**src/rtl/gate_pkg.sv**
```systemverilog
// Shared types and constants for the fare-gate paddle-door controller.
package gate_pkg;

    typedef enum logic [2:0] {
        ST_CLOSED,
        ST_OPENING,
        ST_OPEN_WAIT,
        ST_PASSING,
        ST_CLOSING,
        ST_FAULT,
        ST_MAINT
    } door_state_t;

    typedef enum logic [1:0] {
        FC_NONE       = 2'd0,
        FC_OPEN_TO    = 2'd1,
        FC_CLOSE_TO   = 2'd2
    } door_fault_t;

    localparam int PEND_MAX = 7;
    localparam int PEND_W   = 3;

    function automatic int max_int(input int a, input int b);
        return (a > b) ? a : b;
    endfunction

endpackage

```
**src/rtl/deduct_queue.sv**
```systemverilog
// Pending-deduction counter with req/ack handshake towards the account back-end.
module deduct_queue
    import gate_pkg::*;
(
    input  logic clk,
    input  logic rst_n,
    input  logic reduce_bal,
    input  logic deduct_ack,
    output logic deduct_req
);

    logic [PEND_W-1:0] pending;
    logic              inc;
    logic              dec;

    // An ack with nothing pending is dropped rather than underflowing.
    assign inc        = reduce_bal;
    assign dec        = deduct_ack && (pending != '0);
    assign deduct_req = (pending != '0);

    // NOTE: sequential state uses non-blocking assignments so every register samples pre-edge values.
    always_ff @(posedge clk or negedge rst_n) begin
        if (!rst_n) begin
            pending <= '0;
        end else if (inc && !dec) begin
            if (pending != PEND_W'(PEND_MAX))
                pending <= pending + PEND_W'(1);
        end else if (dec && !inc) begin
            pending <= pending - PEND_W'(1);
        end
    end

endmodule

```
**src/rtl/gate_door_ctrl.sv**
```systemverilog
// Paddle-door motor sequencer: open, pass, close, anti-pinch reopen, motor timeout fault,
// passenger count, and forwarding of fare deductions.
module gate_door_ctrl
    import gate_pkg::*;
#(
    parameter int MOTOR_TICKS = 200,
    parameter int HOLD_TICKS  = 500,
    parameter int CNT_W       = 16
) (
    input  logic             clk,
    input  logic             rst_n,
    input  logic             open,
    input  logic             reduce_bal,
    input  logic             maintenance,
    input  logic             door_open_lim,
    input  logic             door_closed_lim,
    input  logic             pass_sensor,
    input  logic             deduct_ack,
    output logic             motor_open,
    output logic             motor_close,
    output logic             busy,
    output logic             fault,
    output logic [1:0]       fault_code,
    output logic             deduct_req,
    output logic [CNT_W-1:0] pax_count
);

    localparam int TIMER_W = $clog2(max_int(MOTOR_TICKS, HOLD_TICKS) + 1);
    localparam logic [TIMER_W-1:0] MOTOR_LAST = TIMER_W'(MOTOR_TICKS - 1);
    localparam logic [TIMER_W-1:0] HOLD_LAST  = TIMER_W'(HOLD_TICKS - 1);

    door_state_t        state;
    door_state_t        state_nx;
    door_fault_t        fault_q;
    door_fault_t        fault_nx;
    logic [TIMER_W-1:0] timer;
    logic               open_q;
    logic               open_edge;
    logic               pax_inc;

    assign open_edge  = open && !open_q;
    assign fault_code = fault_q;

    // NOTE: every variable gets a default first so no path through the case infers a latch.
    always_comb begin
        state_nx = state;
        fault_nx = fault_q;
        pax_inc  = 1'b0;
        case (state)
            ST_CLOSED: begin
                if (maintenance)
                    state_nx = ST_MAINT;
                else if (open_edge)
                    state_nx = ST_OPENING;
            end
            ST_OPENING: begin
                if (door_open_lim) begin
                    state_nx = ST_OPEN_WAIT;
                end else if (timer == MOTOR_LAST) begin
                    state_nx = ST_FAULT;
                    fault_nx = FC_OPEN_TO;
                end
            end
            ST_OPEN_WAIT: begin
                if (pass_sensor)
                    state_nx = ST_PASSING;
                else if (timer == HOLD_LAST)
                    state_nx = ST_CLOSING;
            end
            ST_PASSING: begin
                if (!pass_sensor) begin
                    state_nx = ST_CLOSING;
                    pax_inc  = 1'b1;
                end
            end
            ST_CLOSING: begin
                // Anyone in the beam, or a fresh open request, wins over the closed limit.
                if (pass_sensor || open_edge) begin
                    state_nx = ST_OPENING;
                end else if (door_closed_lim) begin
                    state_nx = ST_CLOSED;
                end else if (timer == MOTOR_LAST) begin
                    state_nx = ST_FAULT;
                    fault_nx = FC_CLOSE_TO;
                end
            end
            ST_FAULT: begin
                if (maintenance) begin
                    state_nx = ST_MAINT;
                    fault_nx = FC_NONE;
                end
            end
            ST_MAINT: begin
                if (!maintenance)
                    state_nx = door_closed_lim ? ST_CLOSED : ST_CLOSING;
            end
            default: begin
                state_nx = ST_CLOSED;
                fault_nx = FC_NONE;
            end
        endcase
    end

    // Outputs are registered from the next state so they track the state register exactly,
    // and the asynchronous reset drops the motors without waiting for an edge.
    always_ff @(posedge clk or negedge rst_n) begin
        if (!rst_n) begin
            state       <= ST_CLOSED;
            fault_q     <= FC_NONE;
            timer       <= '0;
            open_q      <= 1'b0;
            pax_count   <= '0;
            motor_open  <= 1'b0;
            motor_close <= 1'b0;
            busy        <= 1'b0;
            fault       <= 1'b0;
        end else begin
            state   <= state_nx;
            fault_q <= fault_nx;
            open_q  <= open;
            if (state_nx != state)
                timer <= '0;
            else if (timer != '1)
                timer <= timer + TIMER_W'(1);
            if (pax_inc)
                pax_count <= pax_count + CNT_W'(1);
            motor_open  <= (state_nx == ST_OPENING);
            motor_close <= (state_nx == ST_CLOSING);
            busy        <= !(state_nx inside {ST_CLOSED, ST_MAINT, ST_FAULT});
            fault       <= (state_nx == ST_FAULT);
        end
    end

    deduct_queue u_deduct_queue (
        .clk        (clk),
        .rst_n      (rst_n),
        .reduce_bal (reduce_bal),
        .deduct_ack (deduct_ack),
        .deduct_req (deduct_req)
    );

endmodule

```
**config.mk**
```make
export PLATFORM = sky130hd
export DESIGN_NAME = gate_door_ctrl
export DESIGN_NICKNAME = d
export VERILOG_FILES = /design/src/rtl/gate_pkg.sv /design/src/rtl/deduct_queue.sv /design/src/rtl/gate_door_ctrl.sv
export SDC_FILE = /design/constraint.sdc
export NUM_CORES = 1
export LEC_CHECK = 0
export BUFFER_PORTS_ARGS = -buffer_cell sky130_fd_sc_hd__buf_2
export CAP_MARGIN = 25
export CORE_ASPECT_RATIO = 1.75
export CORE_UTILIZATION = 40
export DETAILED_ROUTE_END_ITERATION = 8
export GPL_ROUTABILITY_DRIVEN = 0
export RECOVER_POWER = 100
export SLEW_MARGIN = 25
export SYNTH_ARGS = -nofsm -noshare
export SYNTH_HDL_FRONTEND = slang
export SYNTH_SLANG_ARGS = --single-unit
```
**constraint.sdc**
```tcl
create_clock -name clk -period 2.6 [get_ports clk]
set_input_delay 0.13 -clock clk [delete_from_list [all_inputs] [get_ports clk]]
set_output_delay 0.13 -clock clk [all_outputs]
set_load 0.005 [all_outputs]
```
==> metrics.cfg <==
[run_status]
status=completed

[global_route]
grt_overflow=0
grt_max_degree=39
grt_pass1_vias=1812
grt_pass1_wl_um=8160
grt_use_total=0.181
antenna_found_initial=0

[timing]
post-route-min-period_ps=2290
hold_viol=0
finalSetupViolCount=0
slew_headroom=0.385
worst_pin_slew_ps=923
rsz0062_at_grt=false
fmax_mhz=436
min_period_over_period=0.883
finClkSkew_ps=7.10
maxSlewViolCount=0
fin_setup_tns_ps=0

[setup_path]
critPathKind=register to register
critPathLaunchType=register
arrival_ps=2530
cpPeakStageDelay_ps=530
required_ps=2830
end_kind=register
critPathBufInv=1
reg2reg_from=state[1]$_DFF_PN0_
critPathSlowestCell=nor4_1
cp_cell_sequence=buf_4 -> and2_1 -> o311ai_0 -> o31ai_1 -> nor4_1 -> and2_0
crit_family=simple AND/OR/NAND/NOR gates
cp_max_fo=9
worst-r2r-cell-count=6
r2r_end=motor_close$_DFF_PN0_
reg2reg_slack_ps=310

[logic_synthesis]
syn-cell-area_mm2=0.00223
synth-edff-count=0
syn_nets=239
synthArstFlopShare=1.00
syn_inst=226
synth.yosys.seq_area_share=0.426
yosysWarnings=0
ys.flop_type=dfrtp_1
synth-seq-cells=38
avgSynthCellArea_um2=9.88
synth_cell_types=51

[routing]
route.detailed.drc=0
viasPerCell=5.38
routed_wl_um=4820
wl_per_cell_um=14.3
detail-route-antenna-nets=0
via_count=1817
first_pass_iters=4
drtIter0Drc=28

[floorplanning]
ios=32
die_h_um=101
rows=35
fp.dieW_um=58.5
dieArea_mm2=0.00589
fp.coreArea_mm2=0.00530
initial_core_util=0.421

[worst_hold_path]
min_from=reduce_bal
whs_path_depth=3
hold_end=u_deduct_queue.pending[1]$_DFFE_PN0P_
hold_path.class=input pin to register

[finish]
area_growth_syn_to_layout_pct=17.8
design_area_mm2=0.00263
drive_above_1_share=0.189
multi_input_area_mm2=0.00120
antennaDiodeCount=0
layout_commonest_cell=dfrtp_1
regArea_um2=951
most-common-layout-cells=38 x dfrtp_1, 19 x buf_2, 18 x xnor2_1
finish.net_count=276
fill_cells=537
finalNonFillerCells=338

[placed_design]
io_buffer_count=31
post-dp-hpwl_um=3740
dp_cells=328
dpl_cell_area_mm2=0.00248

[clocking]
cts.root.buffer_cell=clkbuf_8
ctsLongestPathBuffers=2
cts_inserted_buffers=5
htree_levels=2
clk_pin_slew_worst_paths_ps=80
cts.sinks=38
clk_latency_ps=300
cts_tree=done
post_cts_buffers=0

[flow_run]
max-cap-violations=0

[power]
powerDensity_mw_per_mm2=920
p_leak_uw=0.00116
irDropWorstVdd_mv=0.333

## stage by stage
| step | hold WS, ps | util | power [uW] | setup slack (ps) |
|---|---|---|---|---|
| finish | 185 | 0.496 | 2420 | 305 |
| global route | 187 | 0.496 | 2590 | 162 |
| CTS | 180 | 0.500 | 2470 | 420 |
| detailed placement | 270 | 0.469 | 1830 | 434 |
| global placement | 271 | 0.469 | 1820 | 442 |
| floorplan | -166 | - | 1530 | 515 |
## per-layer routing
metal  vias to the layer above  track usage  part of all wire
met2                        33        0.370              0.59
met3                         8       0.0308             0.028
met1                       887        0.168              0.36
met5                         -            0                 0
met4                         0       0.0641             0.016
li1                        889            -                 -
## power breakdown
group | switching (uW) | leakage, uW | internal (uW)
clock | 214 | 0.0000714 | 409
combinational | 496 | 0.000603 | 440
sequential | 161 | 0.000489 | 700
total | 871 | 0.00116 | 1550
## worst min-delay path: stages
cell,delay [ps]
buf_2,150
nand3_1,80
nand4_1,70
## final cells by class
class	instances	share of cell area
Multi-Input combinational cell	169	0.456
Sequential cell	38	0.362
Timing Repair Buffer	39	0.0785
Tap cell	74	0.0352
Clock buffer	6	0.0314
Clock inverter	2	0.0228
Inverter	10	0.0143
## synth_stat cells, drive strengths merged (2+ instances only)
library cell	number	area, um2
o21ai	14	73.8
nor4b	2	23.8
a21oi	3	15.0
mux2i	2	20.0
xnor2	18	158
nand3	15	75.1
o31ai	4	30.0
nor3	6	30.0
and3	3	18.8
nor2	17	63.8
clkbuf	3	11.3
ha	3	37.5
or3	4	25.0
nand4	3	18.8
nand2	16	60.1
inv	10	37.5
mux2	3	33.8
o21a	2	15.0
nand2b	7	43.8
nor2b	3	18.8
a221oi	2	17.5
dfrtp	38	951
buf	6	28.8
and2	2	12.5
xor2	6	52.6
nand3b	2	15.0
nor4	2	12.5
and4bb	11	138
## state kept, by name (all words and copies together), names as in the netlist
signal                  count
busy                        1
fault                       1
fault_code                  2
motor_close                 1
motor_open                  1
open_q                      1
pax_count                  16
state                       3
timer                       9
u_deduct_queue.pending      3
## how the worst max path moves through the flow
stage                                       endpoint  cells after the start                             startpoint  slack (ps)
2_1_floorplan  u_deduct_queue.pending[1]$_DFFE_PN0P_                      8  u_deduct_queue.pending[2]$_DFFE_PN0P_         510
3_5_place_dp   u_deduct_queue.pending[1]$_DFFE_PN0P_                      7  u_deduct_queue.pending[0]$_DFFE_PN0P_         430
4_1_cts        u_deduct_queue.pending[1]$_DFFE_PN0P_                      7  u_deduct_queue.pending[0]$_DFFE_PN0P_         420
6_report                       motor_close$_DFF_PN0_                      6                     state[1]$_DFF_PN0_         310
5_1_grt                        motor_close$_DFF_PN0_                      6                     state[1]$_DFF_PN0_         160
3_3_place_gp                   motor_close$_DFF_PN0_                      6                     state[1]$_DFF_PN0_         440
## cells by family (layout without fill, tap and decap cells)
logic type	after synthesis	in the layout	share of synthesized area
buffers and inverters	19	57	0.0348
muxes	5	5	0.0241
xor gates and xnor gates	24	24	0.0942
DFF	38	38	0.426
AOI/OAI and AO/OA	39	39	0.128
adders and majority gates	4	4	0.0258
and+or+nand+nor	97	97	0.267
## timing repair
item                                    CTS  global route
hold buffers                              2             0
endpoints found under the hold margin    39             0
endpoints found under the setup margin    0             0
gates resized for setup                   0             0
(Power assumes the default switching activity.)
